==> config.mk <==
export PLATFORM = sky130hd
export DESIGN_NAME = mux_scan_reg
export DESIGN_NICKNAME = d
export VERILOG_FILES = /design/src/rtl/mux_scan_pkg.sv /design/src/rtl/mux_scan_ctr.sv /design/src/rtl/mux_scan_reg.sv
export SDC_FILE = /design/constraint.sdc
export NUM_CORES = 1
export LEC_CHECK = 0
export CORE_AREA = 2 2 39 41
export CTS_BUF_LIST = sky130_fd_sc_hd__clkbuf_8 sky130_fd_sc_hd__clkbuf_16
export CTS_CLUSTER_SIZE = 16
export DETAILED_ROUTE_END_ITERATION = 8
export DIE_AREA = 0 0 41 43
export MAX_ROUTING_LAYER = met4
export PLACE_DENSITY = 0.74
export RECOVER_POWER = 50
export SLEW_MARGIN = 40
export SYNTH_ARGS = -nofsm -noshare
export SYNTH_HDL_FRONTEND = slang
export SYNTH_SLANG_ARGS = --single-unit
==> constraint.sdc <==
create_clock -name CLK -period 2.1 [get_ports CLK]
set_input_delay 0.42 -clock CLK [delete_from_list [all_inputs] [get_ports CLK]]
set_output_delay 0.42 -clock CLK [all_outputs]
set_load 0.03 [all_outputs]
==> src/rtl/mux_scan_pkg.sv <==
// Shared constants and helpers for the scanning multiplexer register.
// Latency: n/a (package only).
// Backpressure: n/a.
package mux_scan_pkg;

  localparam logic MODE_DIRECT = 1'b0;
  localparam logic MODE_SCAN   = 1'b1;

  // Width of a select able to address every one of n inputs (at least 1 bit).
  function automatic int sel_width(input int n);
    int w;
    w = $clog2(n);
    if (w < 1) w = 1;
    return w;
  endfunction

endpackage

==> src/rtl/mux_scan_ctr.sv <==
// Modulo-INPUTS scan counter with synchronous load and advance enable.
// Latency: count changes on the edge after load/adv is sampled.
// Backpressure: none; load overrides advance, out-of-range load values clamp to 0.
module mux_scan_ctr
  import mux_scan_pkg::*;
#(
  parameter  int INPUTS = 4,
  localparam int SELW   = sel_width(INPUTS)
) (
  input  logic            clk,
  input  logic            rst,
  input  logic            load,
  input  logic            adv,
  input  logic [SELW-1:0] load_val,
  output logic [SELW-1:0] cnt
);

  localparam logic [SELW-1:0] LAST_SEL = SELW'(INPUTS - 1);

  logic [SELW-1:0] cnt_q;
  logic [SELW-1:0] cnt_d;

  // Next count: load beats advance; the counter never leaves 0..INPUTS-1.
  always_comb begin
    cnt_d = cnt_q;
    if (load) begin
      cnt_d = (load_val > LAST_SEL) ? '0 : load_val;
    end else if (adv) begin
      cnt_d = (cnt_q == LAST_SEL) ? '0 : cnt_q + 1'b1;
    end
  end

  // Count register with synchronous reset.
  always_ff @(posedge clk) begin
    if (rst) cnt_q <= '0;
    else     cnt_q <= cnt_d;
  end

  assign cnt = cnt_q;

endmodule

==> src/rtl/mux_scan_reg.sv <==
// CHANNELS independent INPUTS:1 muxes on a shared direct or auto-scanned select, registered.
// Latency: 1 clock from I/S/E_N/MODE to Y; no combinational input-to-output path.
// Backpressure: none; outputs update every clock.
module mux_scan_reg
  import mux_scan_pkg::*;
#(
  parameter  int CHANNELS = 2,
  parameter  int INPUTS   = 4,
  parameter  int WIDTH    = 1,
  localparam int SELW     = sel_width(INPUTS)
) (
  input  logic                         CLK,
  input  logic                         RST,
  input  logic [CHANNELS*INPUTS*WIDTH-1:0] I,
  input  logic [CHANNELS-1:0]          E_N,
  input  logic [SELW-1:0]              S,
  input  logic                         MODE,
  input  logic                         SCAN_EN,
  input  logic                         LOAD,
  output logic [CHANNELS*WIDTH-1:0]    Y,
  output logic [SELW-1:0]              SEL_Q,
  output logic                         TC,
  output logic                         VALID
);

  localparam logic [SELW-1:0] LAST_SEL = SELW'(INPUTS - 1);

  logic [SELW-1:0]           cnt;
  logic [SELW-1:0]           sel_eff;
  logic                      sel_ok;
  logic                      scan_adv;

  logic [CHANNELS*WIDTH-1:0] y_q, y_d;
  logic [SELW-1:0]           sel_q, sel_d;
  logic                      tc_q, tc_d;
  logic                      valid_q, valid_d;

  // Counter only advances in scan mode; load acts in any mode.
  assign scan_adv = (MODE == MODE_SCAN) && SCAN_EN;

  mux_scan_ctr #(
    .INPUTS (INPUTS)
  ) u_ctr (
    .clk      (CLK),
    .rst      (RST),
    .load     (LOAD),
    .adv      (scan_adv),
    .load_val (S),
    .cnt      (cnt)
  );

  // Select seen by the muxes: the pre-update count in scan mode, else S.
  always_comb begin
    sel_eff = (MODE == MODE_SCAN) ? cnt : S;
    sel_ok  = (sel_eff <= LAST_SEL);
  end

  // Per-channel mux; disabled channels and out-of-range selects give 0.
  for (genvar c = 0; c < CHANNELS; c++) begin : g_ch
    logic [WIDTH-1:0] ch_in [INPUTS];
    logic [WIDTH-1:0] ch_y;

    for (genvar k = 0; k < INPUTS; k++) begin : g_in
      assign ch_in[k] = I[(c*INPUTS + k)*WIDTH +: WIDTH];
    end

    // Select one input of this channel, gated by enable and range.
    always_comb begin
      ch_y = '0;
      if (!E_N[c] && sel_ok) ch_y = ch_in[sel_eff];
    end

    assign y_d[c*WIDTH +: WIDTH] = ch_y;
  end

  // Next values for the remaining output flops.
  always_comb begin
    sel_d   = sel_eff;
    tc_d    = (MODE == MODE_SCAN) && (sel_eff == LAST_SEL);
    valid_d = ~&E_N;
  end

  // Output stage with synchronous reset.
  always_ff @(posedge CLK) begin
    if (RST) begin
      y_q     <= '0;
      sel_q   <= '0;
      tc_q    <= 1'b0;
      valid_q <= 1'b0;
    end else begin
      y_q     <= y_d;
      sel_q   <= sel_d;
      tc_q    <= tc_d;
      valid_q <= valid_d;
    end
  end

  assign Y     = y_q;
  assign SEL_Q = sel_q;
  assign TC    = tc_q;
  assign VALID = valid_q;

endmodule

==> key figures <==
Run status
  • Status: complete, no violations

Clocking
  • CTS buffer count: 3
  • Hold Buf Count CTS: 0
  • Post-CTS Setup Inserts: 0
  • Worst-path clk slew: 0.04 ns
  • Buffers from clock root to sink, at most: 2
  • # resized after CTS: 0
  • CTS sink cnt: 8
  • H-tree depth: 1
  • CTS tree: done
  • Clk_lat worst skew: 0.22 ns
  • CTS Root Cell: clkbuf_8

Logic synthesis
  • Synth Register Bits: 8
  • Share of Yosys cell area claimed by the top area cell type: 0.3699
  • Post-synthesis xor/xnor area fraction: 0
  • Yosys cell types: 20
  • Mapped cell area: 432.9 um^2
  • Sequential share of the synthesized area: 0.3699
  • Adder-Cell Fraction of Synth Area: 0.02890
  • Simple-gate share of the synthesized area: 0.2110
  • Post-synth EDFFs: 0
  • Syn. warnings: 0
  • Avg Inst Size Synth: 8.489 um^2
  • Count leader, synth: nor2_1
  • Area contributors post-synth: dfxtp_1 37%, nor2_1 9.5%, a21oi_1 8.1%
  • Cell taking the most area after synthesis: dfxtp_1
  • Post-Syn Instances: 51
  • Ys flop type: dfxtp_1
  • Post-synth top cells: 11 x nor2_1, 8 x dfxtp_1, 7 x a21oi_1
  • Largest family of logic cells by synthesized area: compound AO/OA/AOI/OAI gates
  • Synth Net Count: 69
  • Synth Area in Compound Gates: 0.2601
  • Post-synthesis mux area share: 0.07514
  • Ys async rst share: 0

Layout
  • Diodes inserted: 0
  • Area of the multi-input gates: 245.2 um^2
  • Final #Nets: 94
  • Layout cells sized above 1: 0.09459
  • Final instance area: 694.4 um^2
  • # fillers: 137
  • Register area: 160.2 um^2
  • Fin cells: 90
  • Syn-to-layout area delta: 60.40%

Placed design
  • Dpl cell area: 656.9 um^2
  • RD Place Congestion: 0.7847
  • Dpl cells: 87
  • IO Port Bufs: 22
  • Place WS: 0.2451 ns
  • Hpwl dp: 775.2 um

Worst hold path
  • Hold path startpoint: u_ctr.cnt[1]
  • Hold crit path type: flop to flop

STA
  • Slew headroom: 0.7544
  • Fin crit period: 1.684 ns
  • Setup Skew: 0.0006881 ns
  • Total negative slack: 0 ns
  • RSZ-0062 raised after global routing: false
  • Final setup vio count: 0
  • Slew @ Worst Pin: 0.3680 ns
  • Final Hold Fails: 0
  • Final worst slack: 0.4161 ns
  • Max Slew Vio Count: 0
  • Tcrit/Tclk final: 0.8018
  • Fmax: 0.5939 GHz

Worst setup path
  • CP arrival: 1.78 ns
  • Critical Path, Cell by Cell: dlygate4sd3_1 -> mux2i_4 -> nand2b_1 -> o21ai_0 -> a21oi_1
  • FF-to-FF Start: u_ctr.cnt[0]
  • CP max-delay cell: dlygate4sd3_1
  • Crit path from: MODE
  • Crit path max fanout: 8
  • Peak per-stage delay on the critical path: 0.74 ns
  • Crit Path Class: input pin to flop
  • Worst EP required: 2.20 ns
  • CP startpoint kind: input pin
  • Worst Setup End Kind: flop

Routing
  • DR pass1 iterations: 4
  • WL per Instance: 11.00 um
  • Post-DRT Antenna Nets: 0
  • DRC: 0
  • Total wire length: 990 um
  • Via/cell ratio: 4.933
  • Via count: 444
  • DR iter-0 viols: 6

Power and ir drop
  • Sw frac: 0.2476
  • Comb power frac: 0.236
  • Leakage Power: 0.0002875 uW
  • P_int: 343.7 uW
  • Power per cell area: 657.8 nW/um^2
  • Seq pwr share: 0.374
  • Worst vdd ir: 0.2267 mV
  • Net load switching power: 113.1 uW
  • Clock Power Share: 0.390

Floorplan
  • Core box area: 1384 um^2
  • FP Rows: 14
  • Die Span Y: 43 um
  • Initial core utilization: 0.3128
  • I/O pins: 23
  • Chip width: 41 um
  • Die area: 1763 um^2

Global route
  • Overflow after GRT: 0
  • GR Util met1: 0.1732
  • Largest net degree at the start of global routing: 10
  • Global-route wire length before repair: 1690 um
  • GR Layer Usage met3: 0
  • Number of global-route vias before repair: 445
  • Gr usage total: 0.1406
  • Antenna violations before repair: 0
  • Met2 usage: 0.2219
  • GR peak layer: met2

Run
  • Max Cap Viol: 0
## power groups by stage
stage	registers [uW]	logic [uW]	clock network, uW
final	171	108	178
after detailed placement	173	111	0
after global placement	173	109	0
after floorplan	182	49.0	0
after CTS	171	111	181
after global routing	172	119	187
## kinds of logic (layout without fill, tap and decap cells)
group,count (synthesis),in the layout
buffers and inverters,4,27
DFF,8,8
and+or+nand+nor,19,19
muxes,2,2
adders and majority gates,1,1
AOI/OAI and AO/OA,17,17
## placed cells by master, fill, tap and decap left out
cell	Yosys	layout
o21ai_1	2	2
mux2i_4	1	1
inv_1	2	2
o21ai_0	2	2
nand2_1	3	3
clkdlybuf4s50_1	0	17
a21oi_1	7	8
ha_1	1	1
a22oi_1	2	2
nand2b_4	1	1
nor2_1	11	11
nand2b_1	2	2
o22ai_2	2	2
and3_1	1	1
clkbuf_8	0	3
nor4_1	1	1
dfxtp_1	8	8
mux2i_1	1	1
a221oi_1	1	1
dlygate4sd3_1	0	5
## metrics by stage
step	hold slack, ns	total power [uW]	utilization
3_5_place_dp	0.5616	283.9	0.4747
3_3_place_gp	0.5650	281.8	0.4747
5_1_grt	0.6174	477.9	0.5018
6_report	0.5742	456.8	0.5018
2_1_floorplan	0.4891	230.7	-
4_1_cts	0.5738	462.7	0.5045
## area by class of cell
| class | instances | share of cell area |
|---|---|---|
| multi-input cells | 39 | 0.3532 |
| repair buffers | 22 | 0.3171 |
| flip-flops and latches | 8 | 0.2306 |
| clock buffers | 3 | 0.05946 |
| well taps | 16 | 0.02883 |
| inverters | 2 | 0.01081 |
## routing by layer
| layer | part of all wire | vias up |
|---|---|---|
| met4 | 0 | 0 |
| li1 | - | 225 |
| met5 | 0 | - |
| met1 | 0.43 | 209 |
| met3 | 0.036 | 0 |
| met2 | 0.54 | 10 |
## critical path, delay by kind of cell
kind | cells | cell delay [ns]
AO/OA/AOI/OAI | 2 | 0.21
multiplexers | 1 | 0.34
buffers and inverters | 1 | 0.74
AND/OR/NAND/NOR | 1 | 0.07
## worst paths after layout
check                      end  slack [ns]  depth (start not counted)
setup / recovery          Y[1]        0.42                          5
hold reg to reg   u_ctr.cnt[1]        0.57                          2
hold / removal    u_ctr.cnt[1]        0.57                          2
setup reg to reg  u_ctr.cnt[1]        0.80                          5
## flip-flops by register name, summed over array words and instances (netlist names)
register	flops
VALID	1
u_ctr.cnt	2
Y	2
TC	1
SEL_Q	2
Power figures use the tool's default switching activity.
